### src/rtl/ex_mem_flag_stage.sv
// EX/MEM pipeline register with ADD/SUB result saturation, condition flags
// and a saturating count of how many results were clamped.
module ex_mem_flag_stage (
  input  logic        clk,
  input  logic        rst,
  input  logic        stall,
  input  logic        flush,
  input  logic        ex_valid,
  input  logic [3:0]  ex_op,
  input  logic [15:0] ex_sum,
  input  logic        ex_ovfl,
  input  logic        ex_wr_reg,
  input  logic [3:0]  ex_rd,
  output logic        mem_valid,
  output logic [15:0] mem_result,
  output logic        mem_wr_reg,
  output logic [3:0]  mem_rd,
  output logic        flag_z,
  output logic        flag_v,
  output logic        flag_n,
  output logic [7:0]  sat_cnt
);

  localparam logic [3:0] OP_ADD = 4'b0000;
  localparam logic [3:0] OP_SUB = 4'b0001;
  localparam logic [3:0] OP_XOR = 4'b0010;

  logic        mem_valid_reg;
  logic [15:0] mem_result_reg;
  logic        mem_wr_reg_reg;
  logic [3:0]  mem_rd_reg;
  logic        flag_z_reg;
  logic        flag_v_reg;
  logic        flag_n_reg;
  logic [7:0]  sat_cnt_reg;

  logic        advance;
  logic        is_addsub;
  logic        is_xor;
  logic        sat_hit;
  logic [15:0] sat_result_next;

  // Decode the instruction in EX and clamp overflowing ADD/SUB results.
  // A set sign bit on an overflowed sum means two positives wrapped negative.
  always_comb begin
    is_addsub = (ex_op == OP_ADD) || (ex_op == OP_SUB);
    is_xor    = (ex_op == OP_XOR);
    advance   = ex_valid & ~stall & ~flush & ~rst;
    sat_hit   = is_addsub & ex_ovfl;
    sat_result_next = ex_sum;
    if (sat_hit) begin
      sat_result_next = ex_sum[15] ? 16'h7FFF : 16'h8000;
    end
  end

  // MEM-stage register: load on advance, bubble on flush or empty EX,
  // otherwise hold. Flush wins over stall; result and rd are kept in bubbles.
  always_ff @(posedge clk) begin
    if (rst) begin
      mem_valid_reg  <= 1'b0;
      mem_result_reg <= 16'h0000;
      mem_wr_reg_reg <= 1'b0;
      mem_rd_reg     <= 4'h0;
    end else if (advance) begin
      mem_valid_reg  <= 1'b1;
      mem_result_reg <= sat_result_next;
      mem_wr_reg_reg <= ex_wr_reg;
      mem_rd_reg     <= ex_rd;
    end else if (~stall | flush) begin
      mem_valid_reg  <= 1'b0;
      mem_wr_reg_reg <= 1'b0;
    end
  end

  // Condition flags: full update from ADD/SUB, zero-only update from XOR,
  // hold for every other opcode and every cycle that does not advance.
  always_ff @(posedge clk) begin
    if (rst) begin
      flag_z_reg <= 1'b0;
      flag_v_reg <= 1'b0;
      flag_n_reg <= 1'b0;
    end else if (advance && is_addsub) begin
      flag_z_reg <= (sat_result_next == 16'h0000);
      flag_v_reg <= ex_ovfl;
      flag_n_reg <= sat_result_next[15];
    end else if (advance && is_xor) begin
      flag_z_reg <= (ex_sum == 16'h0000);
    end
  end

  // Count clamped results; the counter sticks at its maximum.
  always_ff @(posedge clk) begin
    if (rst) begin
      sat_cnt_reg <= 8'h00;
    end else if (advance && sat_hit && (sat_cnt_reg != 8'hFF)) begin
      sat_cnt_reg <= sat_cnt_reg + 8'd1;
    end
  end

  assign mem_valid  = mem_valid_reg;
  assign mem_result = mem_result_reg;
  assign mem_wr_reg = mem_wr_reg_reg;
  assign mem_rd     = mem_rd_reg;
  assign flag_z     = flag_z_reg;
  assign flag_v     = flag_v_reg;
  assign flag_n     = flag_n_reg;
  assign sat_cnt    = sat_cnt_reg;

endmodule

### config.mk
export PLATFORM = sky130hd
export DESIGN_NAME = ex_mem_flag_stage
export DESIGN_NICKNAME = d
export VERILOG_FILES = /design/src/rtl/ex_mem_flag_stage.sv
export SDC_FILE = /design/constraint.sdc
export NUM_CORES = 1
export LEC_CHECK = 0
export ABC_AREA = 0
export CAP_MARGIN = 40
export CORE_MARGIN = 3
export CORE_UTILIZATION = 65
export DETAILED_ROUTE_END_ITERATION = 10
export DONT_BUFFER_PORTS = 1
export GPL_TIMING_DRIVEN = 0
export PLACE_DENSITY = 0.87
export SYNTH_ARGS = -nofsm -noshare
export SYNTH_HDL_FRONTEND = slang
export SYNTH_SLANG_ARGS = --single-unit
### constraint.sdc
create_clock -name clk -period 2.3 [get_ports clk]
set_input_delay 0.115 -clock clk [delete_from_list [all_inputs] [get_ports clk]]
set_output_delay 0.115 -clock clk [all_outputs]
set_load 0.01 [all_outputs]
==> flow_metrics.env <==
export IMPL_crit_type="reg2reg"
export IMPL_yosysWarnings=0
export IMPL_viasPerCell=6.86
export IMPL_area_growth_pct=21.2
export IMPL_maxCapViolations=0
export IMPL_final_fill_count=97
export IMPL_setup_viol=0
export IMPL_fin_crit_sh_pct=67.0
export IMPL_clock_sinks=33
export IMPL_max_stage_delay_ns=0.38
export IMPL_cts_resized=0
export IMPL_rsz0062_at_grt="false"
export IMPL_largest_register_ffs=16
export IMPL_num_antenna_cells=0
export IMPL_fin_nets=228
export IMPL_drt_total_wl_mm=4.81
export IMPL_endpoint="sat_cnt[1]"
export IMPL_drc=0
export IMPL_placementRows=16
export IMPL_switching_share_pct=24.2
export IMPL_worstPathArrival_ns=1.77
export IMPL_worst_clock_skew_ns=0.00148
export IMPL_htreeDepth=2
export IMPL_routabilityCongestion=0.746
export IMPL_p_seq_share_pct=56.3
export IMPL_hold_viol=1
export IMPL_ys_ff_latch=33
export IMPL_cts_clk_slew_worst_paths_ns=0.09
export IMPL_max_freq_mhz=649
export IMPL_grt_max_degree=11
export IMPL_max_clock_path_buffers=2
export IMPL_numCtsBuffers=5
export IMPL_powerDensity_nw_per_um2=596
export IMPL_cts_root_buf="clkbuf_4"
export IMPL_cp_required_ns=2.53
export IMPL_multi_input_area_um2=752
export IMPL_cts_tree="yes"
export IMPL_clkLatencyLatePin_ns=0.34
export IMPL_cp_cell_sequence="ha_1 -> and4_1 -> a211o_1 -> mux2i_1 -> nor2_1"
export IMPL_status="finished with violations"
export IMPL_slowest_stage="dfxtp_1"
export IMPL_syn_avg_cell_area_um2=8.83
export IMPL_drive_above_1_share_pct=7.61
export IMPL_antenna_found_initial=0
export IMPL_ys_types=38
export IMPL_die_w_um=53.8
export IMPL_internal_power_w=0.000812
export IMPL_p_leak_nw=0.679
export IMPL_power_w=0.00107
export IMPL_core_area_um2=2060
export IMPL_rrSetupSlack_ns=0.76
export IMPL_antenna_left=0
export IMPL_synth_yosys_seq_area_share_pct=44.5
export IMPL_synthFlopType="dfxtp_1"
export IMPL_vias=1537
export IMPL_die_area_um2=2890
export IMPL_worstSetupStartpoint="sat_cnt[0]"
export IMPL_initial_core_util_pct=72.0
export IMPL_regArea_um2=661
export IMPL_drt_iter0_markers=69
export IMPL_path_delay_family="flip-flops"
export IMPL_dieHeight_um=53.8
export IMPL_start_kind="flop"
export IMPL_r2r_end="sat_cnt[1]"
export IMPL_post_cts_setup_buffer_count=0
export IMPL_netlist_instances=168
export IMPL_power_frac_comb_pct=8.8
export IMPL_ioPinCount=64
export IMPL_timing_slew_headroom_pct=46.8
export IMPL_async_reset_ff_share_pct=0
export IMPL_grt_pass1_wl_mm=6.71
export IMPL_globalRouteTotalUtil_pct=33.0
export IMPL_synthesis_area_um2=1480
export IMPL_power_switching_w=0.000259
export IMPL_maxSlewViolCount=0
export IMPL_hold_path_cell_count=3
export IMPL_tns_ns=0
export IMPL_dp_hpwl_mm=2.72
export IMPL_crit_buf_inv=0
export IMPL_violations="negative hold slack"
export IMPL_synth_fp_nets=200
export IMPL_grt_pass1_vias=1468
export IMPL_synth_enable_flop_cells=0
export IMPL_min_period_ns=1.54
export IMPL_r2r_start="sat_cnt[0]"
export IMPL_drt_pass1_iter_count=6
export IMPL_grt_ovfl_total=0
export IMPL_tightest_slew_ns=0.787
export IMPL_io_buffers=0
export IMPL_wl_per_cell_um=21.5
export IMPL_clkPwrFrac_pct=34.9
export IMPL_worstHoldPathType="in2reg"
export IMPL_holdWs_ns=-0.000522
export IMPL_cp_depth=5
export IMPL_ir_drop_mv=0.466
export IMPL_cp_max_fo=6
export IMPL_endpoint_kind="flop"
export IMPL_reg2regPathDepth=5
-- Yosys cell counts, drive strengths merged (3+ instances only) --
cell type | n | share of area (%)
dfxtp | 33 | 45
a21oi | 19 | 6.4
and3 | 4 | 1.7
o21ai | 16 | 5.4
clkbuf | 9 | 2.3
nand3 | 3 | 1.0
nor4 | 4 | 1.7
nand3b | 20 | 10
nand2 | 10 | 2.5
a31oi | 4 | 1.7
buf | 5 | 2.0
nor2 | 7 | 1.8
nor3 | 5 | 2.4
-- per-layer routing --
layer	GRT usage (%)	share of wire, %	vias to the layer above
met5	0	0	-
met1	33.4	34	702
li1	-	-	673
met4	18.3	5.2	0
met3	11.9	12	35
met2	57.9	48	127
-- final cells by class --
| type | instances | area share [%] |
|---|---|---|
| Sequential cell | 33 | 36.7 |
| Clock inverter | 1 | 0.278 |
| Timing Repair Buffer | 21 | 11.7 |
| Multi-Input combinational cell | 119 | 41.8 |
| Tap cell | 27 | 1.88 |
| Clock buffer | 7 | 3.62 |
| Inverter | 2 | 0.418 |
| Buffer | 14 | 3.55 |
-- power by group through the flow --
| stage | registers (W) | logic, W | clock network [W] |
|---|---|---|---|
| detailed placement | 0.000615 | 0.0000567 | 0 |
| global route | 0.000604 | 0.0000998 | 0.000395 |
| CTS | 0.000601 | 0.0000851 | 0.000373 |
| finish | 0.000602 | 0.0000947 | 0.000374 |
| floorplan | 0.000612 | 0.0000465 | 0 |
| global placement | 0.000614 | 0.0000543 | 0 |
-- timing repair --
action | CTS | global route
hold buffers | 20 | 1
endpoints found under the setup margin | 0 | 0
hold endpoints to repair | 20 | 1
-- how the worst min path moves through the flow --
stage	start	to	slack, ns
after floorplan	flush	mem_valid	0.19
after global placement	flush	mem_wr_reg	0.20
after detailed placement	flush	mem_valid	0.20
after CTS	stall	mem_rd[2]	0.004
after global routing	ex_wr_reg	mem_wr_reg	0.03
final	stall	mem_rd[2]	-0.0005
-- cell families after synthesis --
kind of cell | Yosys count | share of synthesized area (%)
muxes | 2 | 1.35
buffers and inverters | 16 | 4.81
adders and majority gates | 1 | 0.843
xor gates and xnor gates | 3 | 1.77
AOI/OAI and AO/OA | 47 | 18.0
DFF | 33 | 44.5
and+or+nand+nor | 66 | 28.8
-- tightest hold or removal path, stage by stage --
cell	delay, ns
nor4b_1	0.07
nand2_1	0.08
nand2_1	0.04
-- stage by stage --
step | setup WS (ns) | cell area (um2) | instances | utilization (%)
6_report | 0.758 | 1800 | 224 | 87.2
5_1_grt | 0.660 | 1800 | 224 | 87.2
4_1_cts | 0.753 | 1790 | 223 | 86.7
3_5_place_dp | 0.627 | 1520 | 195 | 73.6
3_3_place_gp | 0.598 | 1520 | 195 | 73.6
2_1_floorplan | 0.749 | 1480 | 168 | -
-- placed cells by master, fill, tap and decap left out, types with 4 or more instances in the layout --
master,n
dfxtp_1,33
dlygate4sd3_1,21
nand3b_1,20
a21oi_1,19
o21ai_0,16
nand2_1,10
clkbuf_1,9
nor2_1,7
clkbuf_4,5
and3_1,4
nor3_1,4
a31oi_1,4
nor4_1,4
No activity file was read; power rests on OpenSTA's default activity.
